<file path="config.mk">
export PLATFORM = sky130hd
export DESIGN_NAME = branch_sequencer
export DESIGN_NICKNAME = d
export VERILOG_FILES = /design/src/rtl/branch_sequencer.sv
export SDC_FILE = /design/constraint.sdc
export NUM_CORES = 1
export LEC_CHECK = 0
export ABC_AREA = 1
export BUFFER_PORTS_ARGS = -buffer_cell sky130_fd_sc_hd__clkbuf_2
export CAP_MARGIN = 5
export CORE_ASPECT_RATIO = 0.6
export CORE_MARGIN = 8
export CORE_UTILIZATION = 49
export CTS_CLUSTER_SIZE = 12
export DETAILED_ROUTE_END_ITERATION = 6
export PLACE_DENSITY = 0.82
export SLEW_MARGIN = 10
export SYNTH_ARGS = -nofsm -noshare
export SYNTH_HDL_FRONTEND = slang
export SYNTH_SLANG_ARGS = --single-unit
</file>
<file path="constraint.sdc">
create_clock -name clk -period 3.3 [get_ports clk]
set_input_delay 0.33 -clock clk [delete_from_list [all_inputs] [get_ports clk]]
set_output_delay 0.33 -clock clk [all_outputs]
set_load 0.05 [all_outputs]
</file>
<file path="src/rtl/branch_sequencer.sv">
// Fetch/decode/execute/commit sequencer with flag-, register- and link-branches.
// Optional macro LINK_REG_EN: bl writes prog_count+1 through link_we/link_data.
module branch_sequencer #(
  parameter logic [31:0] RESET_PC = 32'h0000_0000
) (
  input  logic        clk,
  input  logic        rst,
  output logic        fetch_req,
  input  logic        fetch_ack,
  input  logic        instr_valid,
  output logic        instr_ready,
  input  logic        branch,
  input  logic [1:0]  branch_group,
  input  logic [5:0]  function_code,
  input  logic [31:0] reg_value,
  input  logic [31:0] branch_address,
  input  logic        alu_done,
  input  logic        flags_we,
  input  logic        negative,
  input  logic        zero,
  input  logic        carry,
  output logic [31:0] prog_count,
  output logic        flush,
  output logic        link_we,
  output logic [31:0] link_data,
  output logic        illegal,
  output logic [2:0]  flags
);

  typedef enum logic [2:0] {
    S_IDLE,
    S_FETCH,
    S_DECODE,
    S_EXEC,
    S_COMMIT
  } state_t;

  state_t      state_q, state_d;
  logic [31:0] pc_q, pc_d;
  logic [2:0]  flags_q, flags_d;
  logic        br_q, br_d;
  logic [1:0]  grp_q, grp_d;
  logic [5:0]  fn_q, fn_d;
  logic [31:0] rv_q, rv_d;
  logic [31:0] ba_q, ba_d;

  logic        taken;
  logic        bad;
  logic [31:0] target;
`ifdef LINK_REG_EN
  logic        is_link;
`endif

  always_ff @(posedge clk or posedge rst) begin
    if (rst) begin
      state_q <= S_IDLE;
      pc_q    <= RESET_PC;
      flags_q <= 3'b000;
      br_q    <= 1'b0;
      grp_q   <= 2'b00;
      fn_q    <= 6'd0;
      rv_q    <= 32'd0;
      ba_q    <= 32'd0;
    end else begin
      state_q <= state_d;
      pc_q    <= pc_d;
      flags_q <= flags_d;
      br_q    <= br_d;
      grp_q   <= grp_d;
      fn_q    <= fn_d;
      rv_q    <= rv_d;
      ba_q    <= ba_d;
    end
  end

  // Branch resolution from captured fields; flag tests see only flags_q.
  always_comb begin
    taken  = 1'b0;
    bad    = 1'b0;
    target = ba_q;
`ifdef LINK_REG_EN
    is_link = 1'b0;
`endif
    case (grp_q)
      2'b00: begin
        case (fn_q)
          6'd0: begin
            taken  = 1'b1;
            target = rv_q;
          end
          6'd1:    taken = rv_q[31];
          6'd2:    taken = (rv_q == 32'd0);
          6'd3:    taken = (rv_q != 32'd0);
          default: bad = 1'b1;
        endcase
      end
      2'b01: begin
        case (fn_q)
          6'd0:    taken = 1'b1;
          6'd1:    taken = flags_q[0];
          6'd2:    taken = ~flags_q[0];
          default: bad = 1'b1;
        endcase
      end
      2'b10: begin
        if (fn_q == 6'd0) begin
          taken = 1'b1;
`ifdef LINK_REG_EN
          is_link = 1'b1;
`endif
        end else begin
          bad = 1'b1;
        end
      end
      default: bad = 1'b1;
    endcase
  end

  always_comb begin
    state_d     = state_q;
    pc_d        = pc_q;
    flags_d     = flags_q;
    br_d        = br_q;
    grp_d       = grp_q;
    fn_d        = fn_q;
    rv_d        = rv_q;
    ba_d        = ba_q;
    fetch_req   = 1'b0;
    instr_ready = 1'b0;
    flush       = 1'b0;
    illegal     = 1'b0;
    link_we     = 1'b0;
    link_data   = 32'd0;
    case (state_q)
      S_IDLE: state_d = S_FETCH;
      S_FETCH: begin
        fetch_req = 1'b1;
        if (fetch_ack) state_d = S_DECODE;
      end
      S_DECODE: begin
        instr_ready = 1'b1;
        if (instr_valid) begin
          br_d    = branch;
          grp_d   = branch_group;
          fn_d    = function_code;
          rv_d    = reg_value;
          ba_d    = branch_address;
          state_d = S_EXEC;
        end
      end
      S_EXEC: begin
        if (br_q) begin
          state_d = S_COMMIT;
        end else if (alu_done) begin
          state_d = S_COMMIT;
          if (flags_we) flags_d = {negative, zero, carry};
        end
      end
      S_COMMIT: begin
        state_d = S_FETCH;
        illegal = br_q & bad;
        if (br_q && taken) begin
          pc_d  = target;
          flush = 1'b1;
        end else begin
          pc_d = pc_q + 32'd1;
        end
`ifdef LINK_REG_EN
        if (br_q && is_link) begin
          link_we   = 1'b1;
          link_data = pc_q + 32'd1;
        end
`endif
      end
      default: state_d = S_IDLE;
    endcase
  end

  assign prog_count = pc_q;
  assign flags      = flags_q;

endmodule

</file>
==> impl_metrics.json, run 1 <==
{
  "worst-path-max-fanout": 11,
  "grt_antenna_before_repair": 0,
  "synth-adder-area-share_pct": 0.1989,
  "synth_compound_area_share_pct": 5.907,
  "cp_data_required_time_ns": 2.97,
  "dp.cells": 1047,
  "route.vias.total": 5431,
  "mostFrequentLayoutCell": "nand2_1",
  "hp-class": "in2async",
  "clock_sinks": 111,
  "met2WireLength_microns": 7530,
  "synth.mux.area_fraction_pct": 7.498,
  "cp_slowest_stage_delay_ns": 0.39,
  "internal_power_mw": 3.211,
  "worstSetupEndpointType": "primary output",
  "clockPowerShare_pct": 17.8,
  "worstReg2RegEnd": "prog_count[29]$_DFFE_PP0P_",
  "p_leak_nw": 3.732,
  "grt_max_degree": 106,
  "p_per_area_nw_per_um2": 801.4,
  "yosys_warnings": 0,
  "grt_overflow": 0,
  "switching_share_pct": 44.19,
  "row_count": 32,
  "outcome": "finished clean",
  "die_w_microns": 162.3,
  "path_class": "reg2out",
  "routed_via_density": 5.109,
  "avgSynthCellArea_sq_um": 8.024,
  "first_pass_iters": 7,
  "layout_common_cells": "nand2_1 (152), clkbuf_2 (120), dfrtp_1 (111)",
  "drtIter0Drc": 501,
  "slew_viol_final": 0,
  "wl_met3_microns": 1709,
  "wl_per_cell_microns": 16.00,
  "synth_top_family_by_area": "simple AND/OR/NAND/NOR gates",
  "pwr-share-comb_pct": 40.2,
  "crit_arrival_ns": 2.29,
  "tightestPinTransition_ns": 1.121,
  "m1WireLength_microns": 7662,
  "p_sw_mw": 2.542,
  "crit_chain": "nor2_1 -> nand2_1 -> nor2_1 -> nand2_1 -> nor2_1 -> nand2_1 -> nand3_1 -> nand2_1 -> nand2_2 -> nand2_2 -> nor2_1 -> clkbuf_2",
  "grt_pass1_vias": 5367,
  "cts.repair.resized": 0,
  "fin_cells": 1063,
  "ys_ff_latch": 111,
  "clk_path_buf_depth": 2,
  "core-area_sq_um": 12690,
  "remaining_drc_errors": 0,
  "vdd_drop_max_mv": 0.3413,
  "cts-root-buf": "clkbuf_16",
  "cts-htree-levels": 3,
  "routabilityCongestion": 0.9683,
  "r2r_slack_ns": 0.85,
  "postCtsHoldBufs": 0,
  "seqPwrFrac_pct": 42.0,
  "synth-edff-count": 0,
  "ys_seq_area_share_pct": 44.15,
  "synth_area_sq_um": 6291,
  "maxCapViolations": 0,
  "start_util_pct": 49.57,
  "top_layer": "met4",
  "synth_xor_area_share_pct": 3.898,
  "ios": 154,
  "diodes": 0,
  "setup_tns_ns": 0,
  "worstRegToRegCells": 8,
  "ant_nets": 0,
  "final.setup_skew_ns": 0.007062,
  "cp-start-kind": "flip-flop",
  "setup_viol": 0,
  "clock_latency_ns": 0.35,
  "clk_pin_slew_ns": 0.07,
  "grt_pass1_wl_microns": 27520,
  "post-cts-setup-buffers": 0,
  "dieArea_sq_um": 16840,
  "synth-simple-area-share_pct": 27.31,
  "hpwl_microns": 12830,
  "max_freq_ghz": 0.3821,
  "num-nets-final": 971,
  "hold_violations": 0,
  "fin_crit_sh_pct": 79.31,
  "cts_tree": "done",
  "ys.flop_type": "dfrtp_1",
  "port_buffers": 120,
  "synth_cell_type_count": 33,
  "finalCriticalPeriod_ns": 2.617,
  "cp_slowest_cell": "dfrtp_1",
  "syn_to_final_growth_pct": 14.12,
  "synthArstFlopShare_pct": 100.0,
  "final_layout_size_suffix_gt1_share_pct": 23.74,
  "syn_inst": 784,
  "r2r-start": "fn_q[5]$_DFFE_PP0P_",
  "grt_setup_unrepaired": "false",
  "grt.total_usage_pct": 20.16,
  "numCtsBuffers": 9,
  "slew_headroom_pct": 24.97,
  "die_y_microns": 103.8,
  "routed_wl_microns": 17010
}
[worst max-delay path, delay by kind of cell, from the launching register on]
kind                   cells  cell delay, ns
and+or+nand+nor           11            1.25
DFF                        1            0.39
buffers and inverters      1            0.30
[sequential cells by signal, indices dropped and copies added (netlist names)]
register and count:
ba_q 32, fn_q 6, br_q 1, state_q 3, grp_q 2, prog_count 32
flags 3, rv_q 32
[metal layers]
metal | track usage [%] | vias to the layer above
met2 | 30.24 | 206
met3 | 8.063 | 14
met1 | 27.39 | 2551
li1 | - | 2660
met5 | 0 | -
met4 | 3.026 | 0
[through the flow]
| stage | power (mW) | instance area [sq um] | util [%] | setup slack (ns) | hold slack (ns) |
|---|---|---|---|---|---|
| after floorplan | 4.138 | 6411 | - | 0.03935 | 0.4792 |
| after global placement | 4.656 | 6907 | 54.42 | 0.9418 | 0.4885 |
| after detailed placement | 4.740 | 6907 | 54.42 | 0.9449 | 0.4979 |
| after CTS | 5.767 | 7179 | 56.57 | 0.6686 | 0.1438 |
| after global routing | 6.134 | 7179 | 56.57 | 0.5240 | 0.1911 |
| final | 5.753 | 7179 | 56.57 | 0.6826 | 0.1217 |
[power by group through the flow]
stage	clock network, mW	logic [mW]	registers, mW
4_1_cts	1.03	2.32	2.41
3_5_place_dp	0	2.31	2.43
5_1_grt	1.09	2.54	2.50
6_report	1.02	2.31	2.42
3_3_place_gp	0	2.25	2.41
2_1_floorplan	0	1.44	2.70
[area by class of cell]
cell class / count / area [sq um]
Sequential cell: 111 / 2778
Tap cell: 170 / 212.7
Clock buffer: 9 / 225.2
Inverter: 78 / 295.3
Fill cell: 1194 / 5513
Timing Repair Buffer: 127 / 665.6
Clock inverter: 7 / 47.55
Multi-Input combinational cell: 561 / 2955
[cells in the mapped netlist, types with 2 or more instances]
| cell | n | area [sq um] |
|---|---|---|
| nand2_1 | 153 | 574.3 |
| mux2_2 | 41 | 461.7 |
| a21oi_1 | 64 | 320.3 |
| nand4_1 | 12 | 75.07 |
| xnor2_1 | 10 | 87.58 |
| nor2_2 | 5 | 31.28 |
| xor2_1 | 18 | 157.7 |
| nor3_2 | 6 | 60.06 |
| inv_1 | 75 | 281.5 |
| nand3_1 | 73 | 365.4 |
| buf_2 | 18 | 90.09 |
| inv_2 | 2 | 7.510 |
| nor3_1 | 16 | 80.08 |
| nand3_2 | 2 | 20.02 |
| nand3b_1 | 2 | 15.01 |
| buf_4 | 34 | 255.2 |
| nand2_2 | 6 | 37.54 |
| buf_1 | 3 | 11.26 |
| nor2_1 | 101 | 379.1 |
| o21ai_0 | 6 | 30.03 |
| nor2_4 | 2 | 22.52 |
| dfrtp_1 | 111 | 2778 |
| nor3_4 | 2 | 32.53 |
| nor4_1 | 3 | 18.77 |
| clkbuf_1 | 11 | 41.29 |
[how the worst max path moves through the flow]
stage | depth (start not counted) | slack (ns) | start | end
3_5_place_dp | 8 | 0.94 | fn_q[5]$_DFFE_PP0P_ | prog_count[29]$_DFFE_PP0P_
6_report | 12 | 0.68 | rv_q[6]$_DFFE_PP0P_ | flush
2_1_floorplan | 1 | 0.04 | rst | ba_q[0]$_DFFE_PP0P_
4_1_cts | 12 | 0.67 | rv_q[6]$_DFFE_PP0P_ | flush
5_1_grt | 12 | 0.52 | rv_q[6]$_DFFE_PP0P_ | flush
3_3_place_gp | 9 | 0.94 | fn_q[5]$_DFFE_PP0P_ | prog_count[0]$_DFFE_PP0P_
[cells by family (layout without fill, tap and decap cells)]
| kind of cell | Yosys count | count (layout) |
|---|---|---|
| flops | 111 | 111 |
| xor+xnor | 28 | 28 |
| compound gates | 73 | 73 |
| simple gates | 384 | 384 |
| buf+inv | 144 | 221 |
| mux | 42 | 42 |
| fa+ha+maj | 1 | 1 |
| other cells | 1 | 33 |
Note: power is estimated with default switching activity, not from simulation.
==> run 2: changes to the inputs <==
clock period = 2.2 ns   (was 3.3 ns; I/O delays follow)
==> run 2 against run 1 <==
Against the previous run: largest cell class unchanged; worst setup slack got worse by 0.61 ns; hold slack got worse by 0.020 ns; sequential share of layout area fell by 1.3 points.
==> impl_metrics.json, run 2 (synthesis gave the netlist of run 1 again) <==
{
  "grt.total_usage_pct": 20.89,
  "hpwl_microns": 13360,
  "seqPwrFrac_pct": 40.3,
  "crit_start": "rv_q[3]$_DFFE_PP0P_",
  "p_leak_nw": 3.863,
  "fillers": 1162,
  "numCtsBuffers": 9,
  "grt_overflow": 0,
  "cp-start-kind": "flip-flop",
  "final.setup_skew_ns": 0.004357,
  "cts-root-buf": "clkbuf_16",
  "hold_violations": 0,
  "wl_per_cell_microns": 16.06,
  "final_layout_size_suffix_gt1_share_pct": 25.69,
  "p_sw_mw": 3.830,
  "row_count": 32,
  "fin_crit_sh_pct": 96.88,
  "p_per_area_nw_per_um2": 1200,
  "grt_pass1_vias": 5530,
  "slew_viol_final": 0,
  "routed_via_density": 5.149,
  "grt_max_degree": 82,
  "grt_setup_unrepaired": "true",
  "seqCellArea_sq_um": 2778,
  "vdd_drop_max_mv": 0.5631,
  "port_buffers": 120,
  "worstSetupEndpointType": "primary output",
  "postPlaceCellArea_sq_um": 7063,
  "remaining_drc_errors": 0,
  "ios": 154,
  "worstHoldStart": "negative",
  "dp.cells": 1062,
  "cts_tree": "done",
  "die_y_microns": 103.8,
  "worst-path-max-fanout": 3,
  "final_core_util_pct": 58.48,
  "grt_antenna_before_repair": 0,
  "clock_sinks": 111,
  "clk_path_buf_depth": 2,
  "multi_input_area_sq_um": 2978,
  "outcome": "finished clean",
  "diodes": 0,
  "switching_share_pct": 43.01,
  "setup_viol": 0,
  "first_pass_iters": 5,
  "die_w_microns": 162.3,
  "syn_to_final_growth_pct": 17.98,
  "clock_latency_ns": 0.34,
  "routed_wl_microns": 17360,
  "drtIter0Drc": 487,
  "fin_cells": 1081,
  "layout_common_cells": "nand2_1 (152), clkbuf_2 (119), dfrtp_1 (111)",
  "cts-htree-levels": 3,
  "route.vias.total": 5566,
  "clockPowerShare_pct": 19.3,
  "ant_nets": 0,
  "crit_arrival_ns": 1.91,
  "num-nets-final": 989,
  "fin_area_sq_um": 7422,
  "max_freq_ghz": 0.4692,
  "path_class": "reg2out",
  "routabilityCongestion": 0.9720,
  "internal_power_mw": 5.076,
  "pwr-share-comb_pct": 40.4,
  "clk_pin_slew_ns": 0.07,
  "r2r-start": "prog_count[0]$_DFFE_PP0P_",
  "setup_tns_ns": 0,
  "core-area_sq_um": 12690,
  "maxCapViolations": 0,
  "finalCriticalPeriod_ns": 2.131,
  "dieArea_sq_um": 16840,
  "cp_data_required_time_ns": 1.98,
  "start_util_pct": 49.57,
  "hp-class": "in2reg",
  "mostFrequentLayoutCell": "nand2_1",
  "grt_pass1_wl_microns": 28690
}
## run 2: final cells by class
class	instances	share of cell area (%)
Clock buffer	11	3.405
Inverter	78	3.995
Timing Repair Buffer	145	11.36
Sequential cell	111	37.42
Clock inverter	5	0.8260
Tap cell	170	2.866
Multi-Input combinational cell	561	40.12
## run 2: metal layers
metal	global-route usage [%]	share of wire [%]	wire, microns	vias up
li1	-	-	-	2701
met1	31.00	47	8181	2636
met2	30.18	44	7597	213
met3	4.901	8.1	1403	16
met4	4.408	1.0	178	0
met5	0	0	0	-
## run 2: critical path: stages (launching register included)
cell	delay [ns]
dfrtp_1	0.39
nor2_2	0.11
nand2_1	0.09
nor2_2	0.13
nand2_1	0.08
nor2_1	0.10
nand2_1	0.05
nand3_1	0.07
nand2_1	0.06
nand2_2	0.11
nand2_4	0.07
nor2_4	0.14
buf_12	0.14
## run 2: path summary, 6_finish.rpt
kind | endpoint | slack [ns] | cells past startpoint
setup / recovery | flush | 0.07 | 12
hold / removal | flags[2]$_DFFE_PP0P_ | 0.10 | 2
setup reg to reg | prog_count[30]$_DFFE_PP0P_ | 0.19 | 11
hold reg to reg | ba_q[15]$_DFFE_PP0P_ | 0.51 | 1
max in group asynchronous | prog_count[11]$_DFFE_PP0P_ | 1.06 | 4
min in group asynchronous | rv_q[27]$_DFFE_PP0P_ | 0.40 | 3
## run 2: what timing repair did
item,CTS,global route
gates cloned,0,0
resized for setup,2,4
pin swaps,0,9
hold buffers,1,0
hold endpoints to repair,14,0
buffers inserted,0,2
endpoints found under the setup margin,1,1
## run 2: power groups by stage
stage                     clock network (mW)  registers (mW)  logic (mW)
after floorplan                            0            4.05        2.16
after global placement                     0            3.55        3.49
after detailed placement                   0            3.59        3.57
after CTS                               1.75            3.57        3.60
after global routing                    1.85            3.70        3.98
final                                   1.72            3.59        3.60
## run 2: per-stage QoR
step | setup WS, ns | hold WS, ns | total power [mW]
2_1_floorplan | 0.1103 | 0.3704 | 6.209
3_3_place_gp | 0.3050 | 0.2231 | 7.043
3_5_place_dp | 0.2431 | 0.2252 | 7.164
4_1_cts | 0.02674 | 0.09358 | 8.918
5_1_grt | -0.05829 | 0.09505 | 9.525
6_report | 0.06857 | 0.1014 | 8.905
==> run 3: changes to the inputs <==
CAP_MARGIN = 10   (was 5)
CELL_PAD_IN_SITES_DETAIL_PLACEMENT = 0   (was unset)
CELL_PAD_IN_SITES_GLOBAL_PLACEMENT = 1   (was unset)
CORE_UTILIZATION = 35   (was 49)
PLACE_DENSITY = 0.85   (was 0.82)
==> run 3 against run 2 <==
Against the previous run: hold slack lost 0.0041 ns; total power is essentially flat; register-to-register slack gained 0.03 ns; critical path depth shrank 2; flip-flop and latch count is the same; clock skew grew 0.0076 ns; maximum frequency shrank 1.1%; combinational power grew 2%; worst setup slack lost 0.024 ns; first-iteration DRC count shrank 26%.
==> impl_metrics.json, run 3 (synthesis gave the netlist of run 1 again) <==
{
  "whs_path_depth": 2,
  "postPlaceCellArea_sq_um": 7168,
  "remaining_drc_errors": 0,
  "hp-class": "in2reg",
  "max_freq_ghz": 0.4640,
  "cts_tree": "done",
  "crit_arrival_ns": 1.94,
  "vdd_drop_max_mv": 0.6194,
  "r2r-start": "prog_count[1]$_DFFE_PP0P_",
  "worst-path-max-fanout": 4,
  "row_count": 38,
  "r2r_slack_ns": 0.22,
  "grt.total_usage_pct": 16.14,
  "routed_via_density": 4.680,
  "numCtsBuffers": 9,
  "setup_viol": 0,
  "layout_common_cells": "nand2_1 (150), clkbuf_2 (119), dfrtp_1 (110)",
  "worstReg2RegEnd": "prog_count[26]$_DFFE_PP0P_",
  "cp_data_required_time_ns": 1.98,
  "grt_antenna_before_repair": 0,
  "port_buffers": 120,
  "route.vias.total": 5396,
  "slew_viol_final": 0,
  "routabilityCongestion": 0.9027,
  "grt_overflow": 0,
  "drtIter0Drc": 359,
  "path_class": "reg2out",
  "total_power_mw": 8.907,
  "wl_per_cell_microns": 15.67,
  "cts-root-buf": "clkbuf_16",
  "grt_pass1_wl_microns": 29350,
  "clock_latency_ns": 0.35,
  "p_per_area_nw_per_um2": 1176,
  "holdPathEnd": "ba_q[5]$_DFFE_PP0P_",
  "p_leak_nw": 3.888,
  "mostFrequentLayoutCell": "nand2_1",
  "core-area_sq_um": 17830,
  "diodes": 0,
  "die_w_microns": 189.1,
  "fillers": 1838,
  "worstRegToRegCells": 11,
  "clock_sinks": 111,
  "grt_max_degree": 64,
  "cts-htree-levels": 3,
  "cp-start-kind": "flip-flop",
  "finalCriticalPeriod_ns": 2.155,
  "grt_setup_unrepaired": "true",
  "ios": 154,
  "clk_pin_slew_ns": 0.08,
  "maxCapViolations": 0,
  "fin_area_sq_um": 7574,
  "clk_path_buf_depth": 2,
  "routed_wl_microns": 18060,
  "hold_violations": 0,
  "first_pass_iters": 4,
  "fin_crit_sh_pct": 97.96,
  "worstSetupEndpointType": "primary output",
  "syn_to_final_growth_pct": 20.39,
  "dieArea_sq_um": 22660,
  "die_y_microns": 119.9,
  "num-nets-final": 992,
  "crit_start": "fn_q[2]$_DFFE_PP0P_",
  "worstHoldStart": "branch_address[5]",
  "ant_nets": 0,
  "final_layout_size_suffix_gt1_share_pct": 26.29,
  "outcome": "finished clean",
  "start_util_pct": 35.28,
  "hpwl_microns": 14040,
  "grt_pass1_vias": 5489,
  "final.setup_skew_ns": 0.01193
}
==> run 3: changes by cell type in the layout (fill, tap and decap cells not counted), moves of 2 or more <==
cell / change
nand3_2: +2
nand2_1: -2
nand3_1: -2
nor2_2: -2
nand2_2: +2
nor2_4: +2
inv_6: -2
buf_12: +2
==> run 3: area by class of cell <==
type                            instances  area, sq um  area share [%]
Multi-Input combinational cell        561         3009           39.73
Sequential cell                       111         2779           36.69
Timing Repair Buffer                  148        890.9           11.76
Tap cell                              240        300.3           3.965
Inverter                               78        296.5           3.915
Clock buffer                           11        242.7           3.205
Clock inverter                          4        55.05          0.7269
==> run 3: metal layers <==
metal	global-route usage, %	vias up	wire (microns)
li1	-	2705	-
met1	23.55	2546	9301
met2	23.34	139	7469
met3	5.214	6	1226
met4	2.335	0	67
met5	0	-	0
==> run 3: how the worst max path moves through the flow <==
stage	to	slack [ns]	cells past startpoint
6_report	flush	0.04	10
3_3_place_gp	prog_count[26]$_DFFE_PP0P_	0.24	11
3_5_place_dp	flush	0.24	12
4_1_cts	flush	-0.03	10
5_1_grt	flush	-0.1	12
2_1_floorplan	prog_count[26]$_DFFE_PP0P_	0.11	11
==> run 3: worst max-delay path: stages (launching register included) <==
cell	delay (ns)
dfrtp_1	0.41
nor2_4	0.18
nand3_2	0.11
nor3_4	0.20
o21ai_1	0.10
nand3_2	0.07
nand2_2	0.05
nand2_2	0.08
nand2_4	0.06
nor2_4	0.16
buf_12	0.16
==> run 3: report_power, final <==
group | switching (mW) | internal [mW]
logic | 2.39 | 1.27
clock network | 0.756 | 0.917
registers | 0.677 | 2.89
==> run 3: metrics by stage <==
stage,util (%),setup TNS (ns),hold slack [ns],setup slack (ns),std cells
after floorplan,-,0,0.3704,0.1103,816
after global placement,40.20,0,0.2443,0.2436,1131
after detailed placement,40.20,0,0.2380,0.2390,1131
after CTS,42.22,-0.03226,0.08418,-0.03226,1150
after global routing,42.48,-0.09729,0.08791,-0.09729,1153
final,42.48,0,0.09729,0.04485,1153
==> run 3: repair_timing <==
item,in CTS,in global routing
setup buffers,3,3
gates resized for setup,6,8
hold buffers,1,0
pin swaps,4,7
endpoints found under the hold margin,14,0
endpoints found under the setup margin,1,1
